`config.mk`:
```
export PLATFORM = sky130hd
export DESIGN_NAME = match_extend
export DESIGN_NICKNAME = d
export VERILOG_FILES = /design/src/rtl/lz4_pkg.sv /design/src/rtl/byte_match_cnt.sv /design/src/rtl/match_extend.sv
export SDC_FILE = /design/constraint.sdc
export NUM_CORES = 1
export LEC_CHECK = 0
export ABC_AREA = 1
export CORE_MARGIN = 1
export CORE_UTILIZATION = 45
export CTS_BUF_LIST = sky130_fd_sc_hd__clkbuf_2
export CTS_CLUSTER_DIAMETER = 50
export CTS_CLUSTER_SIZE = 8
export DETAILED_ROUTE_END_ITERATION = 10
export PLACE_DENSITY = 0.81
export SLEW_MARGIN = 20
export SYNTH_ARGS = -nofsm -noshare
export SYNTH_HDL_FRONTEND = slang
export SYNTH_SLANG_ARGS = --single-unit
```
`constraint.sdc`:
```
create_clock -name clk -period 6.82 [get_ports clk]
set_input_delay 2.046 -clock clk [delete_from_list [all_inputs] [get_ports clk]]
set_output_delay 2.046 -clock clk [all_outputs]
set_load 0.01 [all_outputs]
```
`src/rtl/lz4_pkg.sv`:
```
// Shared LZ4 compressor definitions: minimum match, distance limit and
// the match-extension FSM encoding.
package lz4_pkg;

  localparam int unsigned MIN_MATCH    = 4;
  localparam logic [31:0] LZ4_MAX_DIST = 32'd65535;

  typedef enum logic [1:0] {
    IDLE = 2'd0,
    READ = 2'd1,
    CMP  = 2'd2,
    OUT  = 2'd3
  } me_state_e;

endpackage

```
`src/rtl/byte_match_cnt.sv`:
```
// Counts leading bytes (from byte 0) that are both valid and equal in two words.
module byte_match_cnt (
  input  logic [31:0] word_a,
  input  logic [31:0] word_b,
  input  logic [3:0]  byte_vld,
  output logic [2:0]  n
);

  logic run;

  always_comb begin
    n   = 3'd0;
    run = 1'b1;
    for (int i = 0; i < 4; i++) begin
      if (run && byte_vld[i] && (word_a[8*i +: 8] == word_b[8*i +: 8])) begin
        n = n + 3'd1;
      end else begin
        run = 1'b0;
      end
    end
  end

endmodule

```
`src/rtl/match_extend.sv`:
```
// Extends a confirmed 4-byte hash hit forward one window word at a time and
// emits a (start, offset, length) sequence.
module match_extend
  import lz4_pkg::*;
#(
  parameter logic [15:0] MAX_MLEN = 16'hFFFF,
  parameter logic [31:0] MAX_DIST = LZ4_MAX_DIST
) (
  input  logic        clk,
  input  logic        rst,
  input  logic        hit_valid,
  output logic        hit_ready,
  input  logic        hash_hit,
  input  logic [31:0] hash_oaddr,
  input  logic [31:0] hash_iaddr,
  input  logic [31:0] hit_dist,
  input  logic [31:0] src_end,
  output logic [31:0] win_raddr_a,
  input  logic [31:0] win_rdata_a,
  output logic [31:0] win_raddr_b,
  input  logic [31:0] win_rdata_b,
  output logic        seq_valid,
  input  logic        seq_ready,
  output logic [31:0] seq_start,
  output logic [15:0] seq_offset,
  output logic [15:0] seq_mlen
);

  me_state_e   state, state_nxt;
  logic [31:0] cur, ref_addr;
  logic [15:0] mlen;
  logic [3:0]  byte_vld;
  logic [2:0]  n;
  logic        hit_legal;
  logic        accept;
  logic        more_vld;
  logic [31:0] cur_step;
  logic [16:0] mlen_step;

  assign hit_ready   = (state == IDLE);
  assign seq_valid   = (state == OUT);
  assign seq_mlen    = mlen;
  assign win_raddr_a = ref_addr;
  assign win_raddr_b = cur;

  assign hit_legal = hash_hit && (hit_dist != 32'd0) && (hit_dist <= MAX_DIST);
  assign accept    = hit_valid && hit_ready && hit_legal;

  // A byte may extend the match only inside the source and under the length cap.
  always_comb begin
    byte_vld = 4'b0000;
    for (int i = 0; i < 4; i++) begin
      byte_vld[i] = ((cur + 32'(i)) < src_end) &&
                    (({1'b0, mlen} + 17'(i)) < {1'b0, MAX_MLEN});
    end
  end

  // After a full 4-byte step, byte 0 of the next word decides whether to go on.
  assign cur_step  = cur + 32'd4;
  assign mlen_step = {1'b0, mlen} + 17'd4;
  assign more_vld  = (cur_step < src_end) && (mlen_step < {1'b0, MAX_MLEN});

  byte_match_cnt u_cnt (
    .word_a   (win_rdata_a),
    .word_b   (win_rdata_b),
    .byte_vld (byte_vld),
    .n        (n)
  );

  always_comb begin
    state_nxt = state;
    unique case (state)
      IDLE: if (accept) state_nxt = READ;
      READ: state_nxt = CMP;
      CMP:  state_nxt = ((n == 3'd4) && more_vld) ? READ : OUT;
      OUT:  if (seq_ready) state_nxt = IDLE;
      default: state_nxt = IDLE;
    endcase
  end

  always_ff @(posedge clk or posedge rst) begin
    if (rst) begin
      state      <= IDLE;
      cur        <= 32'd0;
      ref_addr   <= 32'd0;
      mlen       <= 16'd0;
      seq_start  <= 32'd0;
      seq_offset <= 16'd0;
    end else begin
      state <= state_nxt;
      if (accept) begin
        seq_start  <= hash_iaddr;
        seq_offset <= hit_dist[15:0];
        mlen       <= 16'(MIN_MATCH);
        cur        <= hash_iaddr + 32'(MIN_MATCH);
        ref_addr   <= hash_oaddr + 32'(MIN_MATCH);
      end else if (state == CMP) begin
        mlen     <= mlen + {13'd0, n};
        cur      <= cur + {29'd0, n};
        ref_addr <= ref_addr + {29'd0, n};
      end
    end
  end

endmodule

```
=== Word level (Yosys, flattened, before mapping) ===
Index checks and enable logic that the tools add are counted.
Widths: inputs -> output; s select.

* $add $sub $neg: 16
* Order comparisons: 11
* Equal/unequal tests: 10
* Multiplexer cells: 17
* Reduce and logical (&&, ||, !) cells: 21

{| class="wikitable"
|+ Operators with widths
! operator !! number
|-
| $lt 32x32->1 || 5
|-
| $mux 32 || 4
|-
| $add 32x3->32 const B || 3
|-
| $lt 17x16->1 const B || 4
|-
| $add 32x2->32 const B || 2
|-
| $add 32x3->32 || 2
|-
| $add 16x2->17 const B || 2
|-
| $add 32x1->32 const B || 1
|-
| $eq 8x8->1 || 4
|-
| $le 32x16->1 const B || 1
|-
| $mux 16 || 2
|-
| $reduce_bool 32->1 || 1
|-
| $add 16x1->17 const B || 1
|-
| $add 16x3->17 const B || 1
|-
| $logic_and 1x1->1 || 17
|-
| $add 16x3->16 || 1
|-
| $lt 16x16->1 const B || 1
|-
| $add 3x1->3 const B || 3
|-
| $mux 3 || 3
|-
| $pmux 2 s4 || 1
|-
| $mux 2 || 3
|-
| $eq 2x2->1 const B || 2
|-
| $mux 1 || 4
|-
| $ne 2x1->1 const B || 2
|-
| 5 further kinds || 5
|}

* Register bits after elaboration: 130
* Input bits: 197
* Output and inout port bits: 130
* Logic and storage cells: 81

=== Depth between registers and ports, before layout ===
* Depth after elaboration: 17
* Mapped depth: 53
* Gate-level depth less buffers: 53

=== Modules after synthesis ===
From an unflattened synthesis, not the netlist that was laid out.

* Cells, all modules: 2476
* Area, all modules: 16072.9 um^2

{| class="wikitable"
|+ By module, submodules not included
! module !! times used !! cells each !! area an instance (um^2) !! seq. area each (um^2)
|-
| match_extend || 1 || 2317 || 15280.9 || 3253.1
|-
| byte_match_cnt || 1 || 159 || 792.0 || 0.0
|}

=== Worst setup path before layout ===
No wires, ideal clock.

* Path type: input to register
* Start point: input src_end[19]
* End point: register ref_addr[24], in the netlist win_raddr_a[24]
* Data arrival time: 6.551 ns
* Required time: 6.690 ns
* Setup slack: 0.139 ns
* Stages: 40
* Path buffers: 0
* Cells stage by stage: inv_1 -> ha_1 -> a21oi_1 -> o21ai_0 -> a21oi_1 -> nor2_1 -> o21ai_0 -> a21oi_1 -> a211oi_1 -> nand3_1 -> nor2_1 -> ha_1 -> nand3_1 -> nor2_1 -> nand2_1 -> nor2_1 -> nand4_1 -> nor2_1 -> [... 4 more ...] -> nand3_1 -> nand2_1 -> fa_1 -> nand2_1 -> nand2_1 -> nand3_2 -> nor2_2 -> nand4_1 -> or2_4 -> nor2_4 -> nand3_2 -> nor2_2 -> nand2_1 -> xor2_1 -> nand2_1 -> nand2_1 -> nand2_1 -> o21ai_0

* Word-level cells in the longest chain between the ends: 16
* Elaborated cells between the ends (all ways): 28
* Classes of those cells: add/sub (4); order compare (4); mux (9); reduce/logical (11)

{| class="wikitable"
|+ RTL lines
! item !! line !! RTL
|-
| from (decl) || match_extend.sv:17 || <nowiki>input logic [31:0] src_end,</nowiki>
|-
| parallel branches: the longest is 12 deep, another holds $lt 32x32->1 || n/a ||
|-
| $mux 3 * || byte_match_cnt.sv:15 || <nowiki>if (run && byte_vld[i] && (word_a[8*i +: 8] == word_b[8*i +: 8])) begin</nowiki>
|-
| $add 32x3->32 * || match_extend.sv:100 || <nowiki>ref_addr <= ref_addr + {29'd0, n};</nowiki>
|-
| $mux 32 * || match_extend.sv:97 || <nowiki>end else if (state == CMP) begin</nowiki>
|-
| $mux 32 * || match_extend.sv:91 || <nowiki>if (accept) begin</nowiki>
|-
| to (signal assigned) || match_extend.sv:96 || <nowiki>ref_addr <= hash_oaddr + 32'(MIN_MATCH);</nowiki>
|-
| to (signal assigned) || match_extend.sv:100 ||
|-
| to (decl) || match_extend.sv:30 || <nowiki>logic [31:0] cur, ref_addr;</nowiki>
|}

Mark *: on every way between the ends. The select of a mux whose other input is x is not followed.
A chain may end at the register's enable or synchronous reset.

=== Worst setup path in the final report ===
* Start point: input src_end[5]
* End point: register ref_addr[4], in the netlist win_raddr_a[4]

Same word-level chain as after synthesis.

==> summary.md <==
| Metric | Value |
|---|---|
| Pin slew with the least headroom to its limit | 1030 ps |
| Detail Route Antenna Nets | 0 |
| Largest net degree at the start of global routing | 71 |
| Crit Path Class | in2reg |
| Row cnt | 68 |
| H-tree Lvls | 4 |
| WL/cell | 20.4 um |
| Min Hold Slack | 505 ps |
| Die W | 189 um |
| Clk_lat worst skew | 790 ps |
| Outcome | finished with violations |
| Synth Net Count | 2,758 |
| GRT Overall Usage | 37.5% |
| Max transition margin | 31.3% |
| Top cell type by total area after synthesis | dfrtp_1 |
| Power Dens Cells | 213 nW/um2 |
| Critical-path maximum fanout | 4 |
| Total grt overflow | 0 |
| Fin cells | 3,392 |
| Worst path most repeated cell | buf_4 |
| Startpoint types | input port |
| Yosys reg bits | 130 |
| Die ar. | 35,700 um2 |
| Worst min path class | reg2reg |
| Global-route wire length before repair | 102,000 um |
| Leak | 10.6 nW |
| Mapped Cells | 2,382 |
| Synth Area per Inst | 6.60 um2 |
| Initial antenna violation count | 2 |
| CP max stage delay | 460 ps |
| Critical Path AT | 7670 ps |
| Final Util | 64.5% |
| Violated checks | setup timing |
| Clock buffer depth | 2 |
| Layout Skew | 34.6 ps |
| Layout cells sized above 1 | 16.8% |
| DRC | 0 |
| Post-synthesis sequential area ratio | 20.7% |
| Final hold vios | 0 |
| Required time of the worst setup path | 7510 ps |
| Setup TNS Final | -747 ps |
| Tmin final | 6980 ps |
| Clk root buf | clkbuf_2 |
| Nets | 3,298 |
| Synth top area cells | dfrtp_1 21%, ha_1 14%, nand2_1 13% |
| Mapped Area | 15,700 um2 |
| Vias | 19,000 |
| Cells after DPL | 3,315 |
| CTS tree | built |
| Final WS setup | -162 ps |
| Final setup fails | 10 |
| Area fraction of the dominant cell type after synthesis | 20.7% |
| Post-synth top flop | dfrtp_1 |
| Initial core utilization | 45.6% |
| Number of global-route vias before repair | 18,200 |
| Chip height | 189 um |
| Initial DRC Count | 1,792 |
| Port bufs | 326 |
| Final wirelength | 69,400 um |
| Final Max Tran Viols | 0 |
| DP Wirelength | 55,600 um |
| Max-cap viol count | 0 |
| # hold bufs at CTS | 0 |
| Worst-path clk slew | 200 ps |
| I/O pins | 327 |
| F_max | 0.143 GHz |
| Number of buffers created by CTS | 17 |
| RSZ-0062 raised after global routing | yes |
| Crit end category | flop |
| Core area | 34,500 um2 |
| Most common cell in the netlist | nand2_1 |
| Share of async-settable or async-resettable flops after synthesis | 100% |
| Pre-Repair DR Iteration Count | 6 |
| Worst VDD drop | 162 uV |
| FILL cells | 3,083 |
| Clock sink total | 130 |
| Area Overhead vs Synth | 41.3% |
| Global placer's final weighted congestion | 1.02 |
| Ys Warns | 0 |
| Post-synth EDFFs | 0 |
| Final Cycle Share | 102% |
| Post-synth top cells | 548 x nand2_1, 322 x inv_1, 228 x nor2_1, 176 x ha_1, 161 x xor2_1 |
| Library cells used by synthesis | 60 |
| Via density | 5.59 |
| Critical path's slowest cell | clkdlybuf4s50_1 |
final cells by class:
type | count | area [um2] | share of cell area (%)
clock buffers | 22 | 110 | 0.495
inverters | 336 | 1270 | 5.70
repair buffers | 586 | 5270 | 23.7
flip-flops and latches | 130 | 3260 | 14.7
clock inverters | 10 | 111 | 0.501
diodes | 2 | 5.00 | 0.0225
well taps | 455 | 569 | 2.56
multi-input cells | 1851 | 11600 | 52.4
flip-flops by register name, summed over array words and instances (netlist names):
name / count
win_raddr_b: 32
seq_offset: 16
state: 2
seq_start: 32
seq_mlen: 16
win_raddr_a: 32
cell usage in the layout, fill, tap and decap left out, types with 5 or more instances in the layout:
cell type	n
nand3_1	97
o211ai_1	16
nand3_2	16
o22ai_1	11
nand2_2	31
nand2_4	8
clkinv_1	11
nand4_1	49
xnor2_1	20
o21ai_1	32
dfrtp_1	126
ha_1	160
nor2_1	202
a31oi_1	19
inv_1	301
xor2_1	159
a21oi_2	7
a211oi_1	5
clkbuf_2	22
buf_4	249
nand3b_1	5
nand2_1	523
nor2_2	20
or2_2	7
nor3_1	62
nor4_2	7
nor4_1	28
clkdlybuf4s50_1	324
mux2i_1	7
ha_4	13
nor2_4	28
inv_2	22
buf_6	10
nor3b_1	5
o21ai_0	106
a21oi_1	134
worst paths after layout:
check                      depth (start not counted)              end           start  slack [ps]
max                                               43   win_raddr_a[4]      src_end[5]        -160
min                                                2    seq_offset[3]   seq_offset[3]         510
max reg2reg                                       52   win_raddr_a[4]  win_raddr_b[2]         -60
min reg2reg                                        2    seq_offset[3]   seq_offset[3]         510
max in group asynchronous                          3  win_raddr_b[14]             rst        3920
min in group asynchronous                          2    seq_start[23]             rst        1750
stage by stage:
step / power [mW] / setup slack [ps] / instance area [um2]
after floorplan: 2.63 / 139 / 15700
after global placement: 3.89 / -926 / 20900
after detailed placement: 3.97 / -1140 / 20900
after CTS: 4.52 / -27.3 / 21400
after global routing: 5.03 / -461 / 22200
final: 4.74 / -162 / 22200
per-layer routing:
| metal | wire length [um] | part of all wire (%) | vias up | global-route usage [%] |
|---|---|---|---|---|
| met5 | 0 | 0 | - | 0 |
| met4 | 2740 | 4.0 | 0 | 14.0 |
| met3 | 6790 | 9.8 | 165 | 6.77 |
| met2 | 31400 | 45 | 1024 | 61.4 |
| met1 | 28400 | 41 | 8857 | 49.0 |
| li1 | - | - | 8931 | - |
worst max-delay path, delay by kind of cell:
family	cells	cell delay (ps)
AOI/OAI and AO/OA	6	850
buffers and inverters	13	1850
xor gates and xnor gates	1	140
and+or+nand+nor	19	1730
adders and majority gates	4	1020
kinds of logic after synthesis:
family                   count (synthesis)  share of synthesized area, %
XOR/XNOR                               182                          10.2
AO/OA/AOI/OAI                          370                          13.0
flip-flops                             130                          20.7
buffers and inverters                  401                          9.80
AND/OR/NAND/NOR                       1113                          31.5
adder cells (fa/ha/maj)                179                          14.4
multiplexers                             7                         0.446
power breakdown:
group          internal (mW)  switching, mW  total [mW]
Combinational           1.27           1.88        3.16
Sequential             0.897          0.184        1.08
Clock                  0.173          0.326       0.499
Total                   2.34           2.39        4.74
repair_timing:
action,CTS,global route
hold endpoints to repair,0,0
gates resized for setup,47,174
buffers inserted,14,29
endpoints found under the setup margin,61,69
pin swaps,15,103
Power figures use the tool's default switching activity.
